File: src/rtl/run_control_pkg.sv
// Shared definitions for the running-man controller and its datapath:
// sequencing states, motion phases, default geometry and colour codes.
package run_control_pkg;

    typedef enum logic [2:0] {
        ST_IDLE,
        ST_FLOORS,
        ST_WAIT,
        ST_ERASE,
        ST_UPDATE,
        ST_LOAD,
        ST_DRAW
    } state_t;

    typedef enum logic [1:0] {
        PH_GROUND,
        PH_RISE,
        PH_FALL
    } phase_t;

    // Default geometry and timing
    localparam int DEF_FRAME_CYCLES = 833333;
    localparam int DEF_X_POS        = 30;
    localparam int DEF_GROUND_Y     = 108;
    localparam int DEF_JUMP_HEIGHT  = 20;

    // Screen limits
    localparam int SCREEN_W = 160;
    localparam int SCREEN_H = 120;

    // Colour codes shared with the pixel datapath
    localparam logic [2:0] COLOR_BG    = 3'b000;
    localparam logic [2:0] COLOR_FLOOR = 3'b010;
    localparam logic [2:0] COLOR_MAN   = 3'b111;

    // Counter width that stays legal for a 1-cycle frame
    function automatic int cnt_width(input int n);
        return (n > 1) ? $clog2(n) : 1;
    endfunction

endpackage

File: src/rtl/run_control_frame_timer.sv
// Free-running frame counter; frame_tick is high in the last cycle of
// every frame, i.e. in the cycle the counter wraps back to zero.
module run_control_frame_timer
    import run_control_pkg::*;
#(
    parameter int FRAME_CYCLES = DEF_FRAME_CYCLES
) (
    input  logic clk,
    input  logic reset,
    output logic frame_tick
);

    localparam int CNT_W = cnt_width(FRAME_CYCLES);
    localparam logic [CNT_W-1:0] LAST = CNT_W'(FRAME_CYCLES - 1);

    logic [CNT_W-1:0] count_reg;

    // Count 0..FRAME_CYCLES-1 and wrap
    always_ff @(posedge clk) begin
        if (reset) begin
            count_reg <= '0;
        end else if (count_reg == LAST) begin
            count_reg <= '0;
        end else begin
            count_reg <= count_reg + CNT_W'(1);
        end
    end

    assign frame_tick = (count_reg == LAST);

endmodule

File: src/rtl/run_control.sv
// Pass sequencer and per-frame motion controller for the running man.
// Orders floor / draw / erase passes, steps the jump arc once per frame
// and hands the new pose to the datapath between erase and draw.
module run_control
    import run_control_pkg::*;
#(
    parameter int FRAME_CYCLES = DEF_FRAME_CYCLES,
    parameter int X_POS        = DEF_X_POS,
    parameter int GROUND_Y     = DEF_GROUND_Y,
    parameter int JUMP_HEIGHT  = DEF_JUMP_HEIGHT
) (
    input  logic       clk,
    input  logic       reset,
    input  logic       jump_key,
    input  logic       crouch_key,
    input  logic       draw_floors_finish,
    input  logic       draw_man_finish,
    input  logic       erase_finish,
    output logic       drawing_floors,
    output logic       draw_man,
    output logic       erase,
    output logic       plot,
    output logic       ld_x,
    output logic       ld_y,
    output logic       ld_man_style,
    output logic [7:0] x_in,
    output logic [6:0] y_in,
    output logic       man_style
);

    localparam logic [6:0] GROUND_ROW = 7'(GROUND_Y);
    localparam logic [4:0] LAST_RISE  = 5'(JUMP_HEIGHT - 1);
    localparam logic [7:0] COLUMN     = 8'(X_POS);

    state_t     state_reg, state_next;
    phase_t     phase_reg, phase_next;
    logic [6:0] pos_y_reg, pos_y_next;
    logic [4:0] jump_cnt_reg, jump_cnt_next;
    logic       style_reg, style_next;
    logic       frame_pending_reg;
    logic       frame_tick;
    logic       pending_clear;
    logic       floors_reg, draw_reg, erase_reg, ld_reg;

    run_control_frame_timer #(
        .FRAME_CYCLES(FRAME_CYCLES)
    ) u_frame_timer (
        .clk       (clk),
        .reset     (reset),
        .frame_tick(frame_tick)
    );

    // A tick always wins over the clear so a frame is never lost
    always_ff @(posedge clk) begin
        if (reset) begin
            frame_pending_reg <= 1'b0;
        end else if (frame_tick) begin
            frame_pending_reg <= 1'b1;
        end else if (pending_clear) begin
            frame_pending_reg <= 1'b0;
        end
    end

    // Sequencer state register
    always_ff @(posedge clk) begin
        if (reset) begin
            state_reg <= ST_IDLE;
        end else begin
            state_reg <= state_next;
        end
    end

    // Next-state logic; only the finish flag of the current pass matters
    always_comb begin
        state_next    = state_reg;
        pending_clear = 1'b0;
        case (state_reg)
            ST_IDLE:   state_next = ST_FLOORS;
            ST_FLOORS: if (draw_floors_finish) state_next = ST_LOAD;
            ST_LOAD:   state_next = ST_DRAW;
            ST_DRAW:   if (draw_man_finish) state_next = ST_WAIT;
            ST_WAIT: begin
                if (frame_pending_reg) begin
                    state_next    = ST_ERASE;
                    pending_clear = 1'b1;
                end
            end
            ST_ERASE:  if (erase_finish) state_next = ST_UPDATE;
            ST_UPDATE: state_next = ST_LOAD;
            default:   state_next = ST_IDLE;
        endcase
    end

    // Registered Moore requests and load strobe, aligned with the state register
    always_ff @(posedge clk) begin
        if (reset) begin
            floors_reg <= 1'b0;
            draw_reg   <= 1'b0;
            erase_reg  <= 1'b0;
            ld_reg     <= 1'b0;
        end else begin
            floors_reg <= (state_next == ST_FLOORS);
            draw_reg   <= (state_next == ST_DRAW);
            erase_reg  <= (state_next == ST_ERASE);
            ld_reg     <= (state_next == ST_LOAD);
        end
    end

    // One motion step: jump arc and crouch pose from the sampled keys
    always_comb begin
        phase_next    = phase_reg;
        pos_y_next    = pos_y_reg;
        jump_cnt_next = jump_cnt_reg;
        style_next    = 1'b1;
        case (phase_reg)
            PH_GROUND: begin
                if (jump_key) begin
                    pos_y_next    = pos_y_reg - 7'd1;
                    jump_cnt_next = 5'd0;
                    // a one-row jump peaks immediately
                    phase_next    = (LAST_RISE == 5'd0) ? PH_FALL : PH_RISE;
                end else if (crouch_key) begin
                    style_next = 1'b0;
                end
            end
            PH_RISE: begin
                pos_y_next    = pos_y_reg - 7'd1;
                jump_cnt_next = jump_cnt_reg + 5'd1;
                if (jump_cnt_reg + 5'd1 >= LAST_RISE) begin
                    phase_next = PH_FALL;
                end
            end
            PH_FALL: begin
                if (pos_y_reg + 7'd1 >= GROUND_ROW) begin
                    pos_y_next = GROUND_ROW;
                    phase_next = PH_GROUND;
                end else begin
                    pos_y_next = pos_y_reg + 7'd1;
                end
            end
            default: begin
                phase_next = PH_GROUND;
                pos_y_next = GROUND_ROW;
            end
        endcase
    end

    // Motion registers advance only in UPDATE and hold through LOAD/DRAW/ERASE
    always_ff @(posedge clk) begin
        if (reset) begin
            phase_reg    <= PH_GROUND;
            pos_y_reg    <= GROUND_ROW;
            jump_cnt_reg <= 5'd0;
            style_reg    <= 1'b1;
        end else if (state_reg == ST_UPDATE) begin
            phase_reg    <= phase_next;
            pos_y_reg    <= pos_y_next;
            jump_cnt_reg <= jump_cnt_next;
            style_reg    <= style_next;
        end
    end

    assign drawing_floors = floors_reg;
    assign draw_man       = draw_reg;
    assign erase          = erase_reg;
    assign plot           = floors_reg | draw_reg | erase_reg;
    assign ld_x           = ld_reg;
    assign ld_y           = ld_reg;
    assign ld_man_style   = ld_reg;
    assign x_in           = COLUMN;
    assign y_in           = pos_y_reg;
    assign man_style      = style_reg;

endmodule

File: config.mk
export PLATFORM = sky130hd
export DESIGN_NAME = run_control
export DESIGN_NICKNAME = d
export VERILOG_FILES = /design/src/rtl/run_control_pkg.sv /design/src/rtl/run_control_frame_timer.sv /design/src/rtl/run_control.sv
export SDC_FILE = /design/constraint.sdc
export NUM_CORES = 1
export LEC_CHECK = 0
export CAP_MARGIN = 20
export CORE_ASPECT_RATIO = 1.75
export CORE_MARGIN = 2
export CORE_UTILIZATION = 56
export CTS_CLUSTER_SIZE = 24
export DETAILED_ROUTE_END_ITERATION = 7
export PLACE_DENSITY = 0.86
export SLEW_MARGIN = 30
export SYNTH_ARGS = -nofsm -noshare
export SYNTH_HDL_FRONTEND = slang
export SYNTH_HIERARCHICAL = 1
export SYNTH_SLANG_ARGS = --single-unit
export TNS_END_PERCENT = 20
File: constraint.sdc
create_clock -name clk -period 2.3 [get_ports clk]
set_input_delay 0.23 -clock clk [delete_from_list [all_inputs] [get_ports clk]]
set_output_delay 0.23 -clock clk [all_outputs]
set_load 0.05 [all_outputs]
==> results.yml <==
hold_path:
  min_path_cells: 2
  hold_path.class: "reg2reg"
  worstHoldStart: "u_frame_timer/count_reg[19]$_SDFF_PP0_"
yosys:
  ys_types: 60
  synth_area_um2: 2480
  syn-instance-count: 288
  synth-edff-count: 0
  yosys.area.top_type: "dfxtp_1"
  synth_area_leaders: "dfxtp_1 (35%), xnor2_1 (6.0%), nor2_1 (5.3%), buf_4 (3.9%), a21oi_1 (3.8%)"
  ys_warn_count: 6
  synth_seq_area_share_pct: 34.7
  ys.flop_type: "dfxtp_1"
  synth-seq-cells: 43
  async_flop_share_pct: 0
  yosysTopAreaCellShare_pct: 34.7
  avgSynthCellArea_um2: 8.60
sta:
  slew_headroom_pct: 52.6
  fin_crit_ns: 2.04
  finalSetupTns_ns: 0
  timing.final.crit_share_pct: 88.6
  setup_slack_ns: 0.263
  fmax_mhz: 491
  clock_skew_ns: 0.00447
  grt_setup_unrepaired: "no"
  drv_slew: 0
  worstMarginPinSlew_ns: 0.705
  finalSetupViolations: 0
  finalHoldViolCount: 0
floorplan:
  die_y_um: 92.0
  dieArea_um2: 4990
  rows: 32
  ios: 30
  start_util_pct: 57.3
  core_area_um2: 4320
  die_width_um: 54.3
cts:
  clockBufferDepth: 2
  clock_sinks: 43
  worstSkewPairLatency_ns: 0.29
  clk_pin_slew_ns: 0.08
  root_buffer: "clkbuf_8"
  cts_tree: "done"
  cts_setup_buffers: 0
  cts_htree_levels: 2
  holdBufCountCts: 0
  cts_resized: 0
  cts_buffers: 5
route:
  vias_per_cell: 5.83
  drc: 0
  firstDrtPassIters: 4
  vias: 2092
  wl_um: 5420
  ant_nets: 0
  drt_iter0_markers: 61
  wl_per_cell_um: 15.1
cells_and_area:
  drive_above_1_share_pct: 10.4
  largest_register_ff_count: 20
  stdcell_count: 359
  area.growth.synth_to_final_pct: 12.2
  finalNetCount: 320
  final_util_pct: 64.3
  diodes: 0
setup_path:
  cp-startpoint: "y_in[1]$_SDFFE_PP0P_"
  arrival_ns: 2.26
  crit_required_ns: 2.53
  crit_path_end_kind: "flip-flop"
  rr_startpoint: "y_in[1]$_SDFFE_PP0P_"
  crit_fanout: 10
  reg2regPathDepth: 7
  r2r_slack_ns: 0.26
  worstSetupPathType: "reg2reg"
  start_kind: "flip-flop"
placed_design:
  port_buffers: 21
  place_inst: 351
  gp_congestion: 0.784
  hpwl_um: 3780
  dp_worst_setup_slack_ns: 0.297
outcome:
  status: "complete, no violations"
global_routing:
  grt_max_degree: 26
  antenna_found_initial: 0
  grt_pass1_vias: 2053
  grt_pass1_wl_um: 8870
  grt_overflow_total: 0
  grt_usage_pct: 23.6
pwr:
  p_per_area_nw_per_um2: 632
  p_leak_nw: 0.953
  vdd_drop_max_mv: 0.570
run:
  drv_cap: 0
-- placed cells by master (no fill, tap or decap), types with 5 or more instances in the layout --
cell	count
nand3_1	11
a21oi_1	19
inv_1	11
o21ai_0	17
conb_1	8
nor2_1	35
clkdlybuf4s50_1	21
nand2b_1	6
nand4_1	5
buf_4	6
dfxtp_1	42
nor4_1	9
xnor2_1	17
nor3_1	11
ha_1	6
or3_1	9
clkbuf_8	5
nand2_1	10
-- worst paths after layout --
| path | end |
|---|---|
| setup / recovery | y_in[0]$_SDFFE_PP0P_ |
| hold / removal | u_frame_timer/count_reg[19]$_SDFF_PP0_ |
| setup reg to reg | y_in[0]$_SDFFE_PP0P_ |
| hold reg to reg | u_frame_timer/count_reg[19]$_SDFF_PP0_ |
-- per-stage QoR --
step                power [W]  hold slack [ns]  area [um^2]
floorplan             0.00102            0.302         2500
global placement      0.00107            0.471         2640
detailed placement    0.00107            0.476         2640
CTS                   0.00177            0.494         2780
global route          0.00181            0.508         2780
finish                0.00176            0.495         2780
-- metal layers --
metal  global-route usage [%]  vias to the layer above  share of wire [%]
li1                         -                     1051                  -
met3                     4.72                       12                2.7
met5                        0                        -                  0
met4                     9.58                        0                2.0
met2                     45.3                       43                 57
met1                     22.1                      986                 38
-- logic make-up (layout without fill, tap and decap cells) --
kind of cell,after synthesis,after routing,share of synthesized area (%)
other cells,2,8,0.303
fa+ha+maj,6,6,3.03
compound gates,56,56,15.2
mux,2,2,0.808
xor+xnor,20,20,7.37
buf+inv,32,46,8.79
simple gates,127,127,29.8
flops,43,43,34.7
-- area by class of cell --
class	count	area, um^2
clock buffer	5	68.8
clock inverter	3	67.6
fill	376	1540
inverter	11	41.3
multi-input combinational	219	1420
sequential	43	862
tap	51	63.8
timing repair buffer	27	255
-- where the power goes --
group	internal, W	switching (W)
registers	0.000766	0.0000300
logic	0.0000898	0.000173
clock network	0.000433	0.000265
total	0.00129	0.000468
-- synth_stat cells, types with 3 or more instances --
cell / n
nand2_1: 10
nor2_1: 35
nand3_1: 11
inv_1: 11
dfxtp_1: 43
ha_1: 6
and3_1: 3
buf_6: 4
nor4_1: 9
o21ai_0: 17
xnor2_1: 17
nand4_1: 5
buf_4: 13
or3_1: 9
nand2b_1: 6
or4_1: 4
a21oi_1: 19
nand3_2: 3
nor3_1: 11
-- worst max-delay path, cell delays in order (launching register included) --
cell and delay (ns):
dfxtp_2 0.42, ha_1 0.31, nand4_1 0.14, xnor2_1 0.18, a21oi_2 0.22, nor4_1 0.06, or4_1 0.48, a21oi_1 0.16
Note: power is estimated with default switching activity, not from simulation.
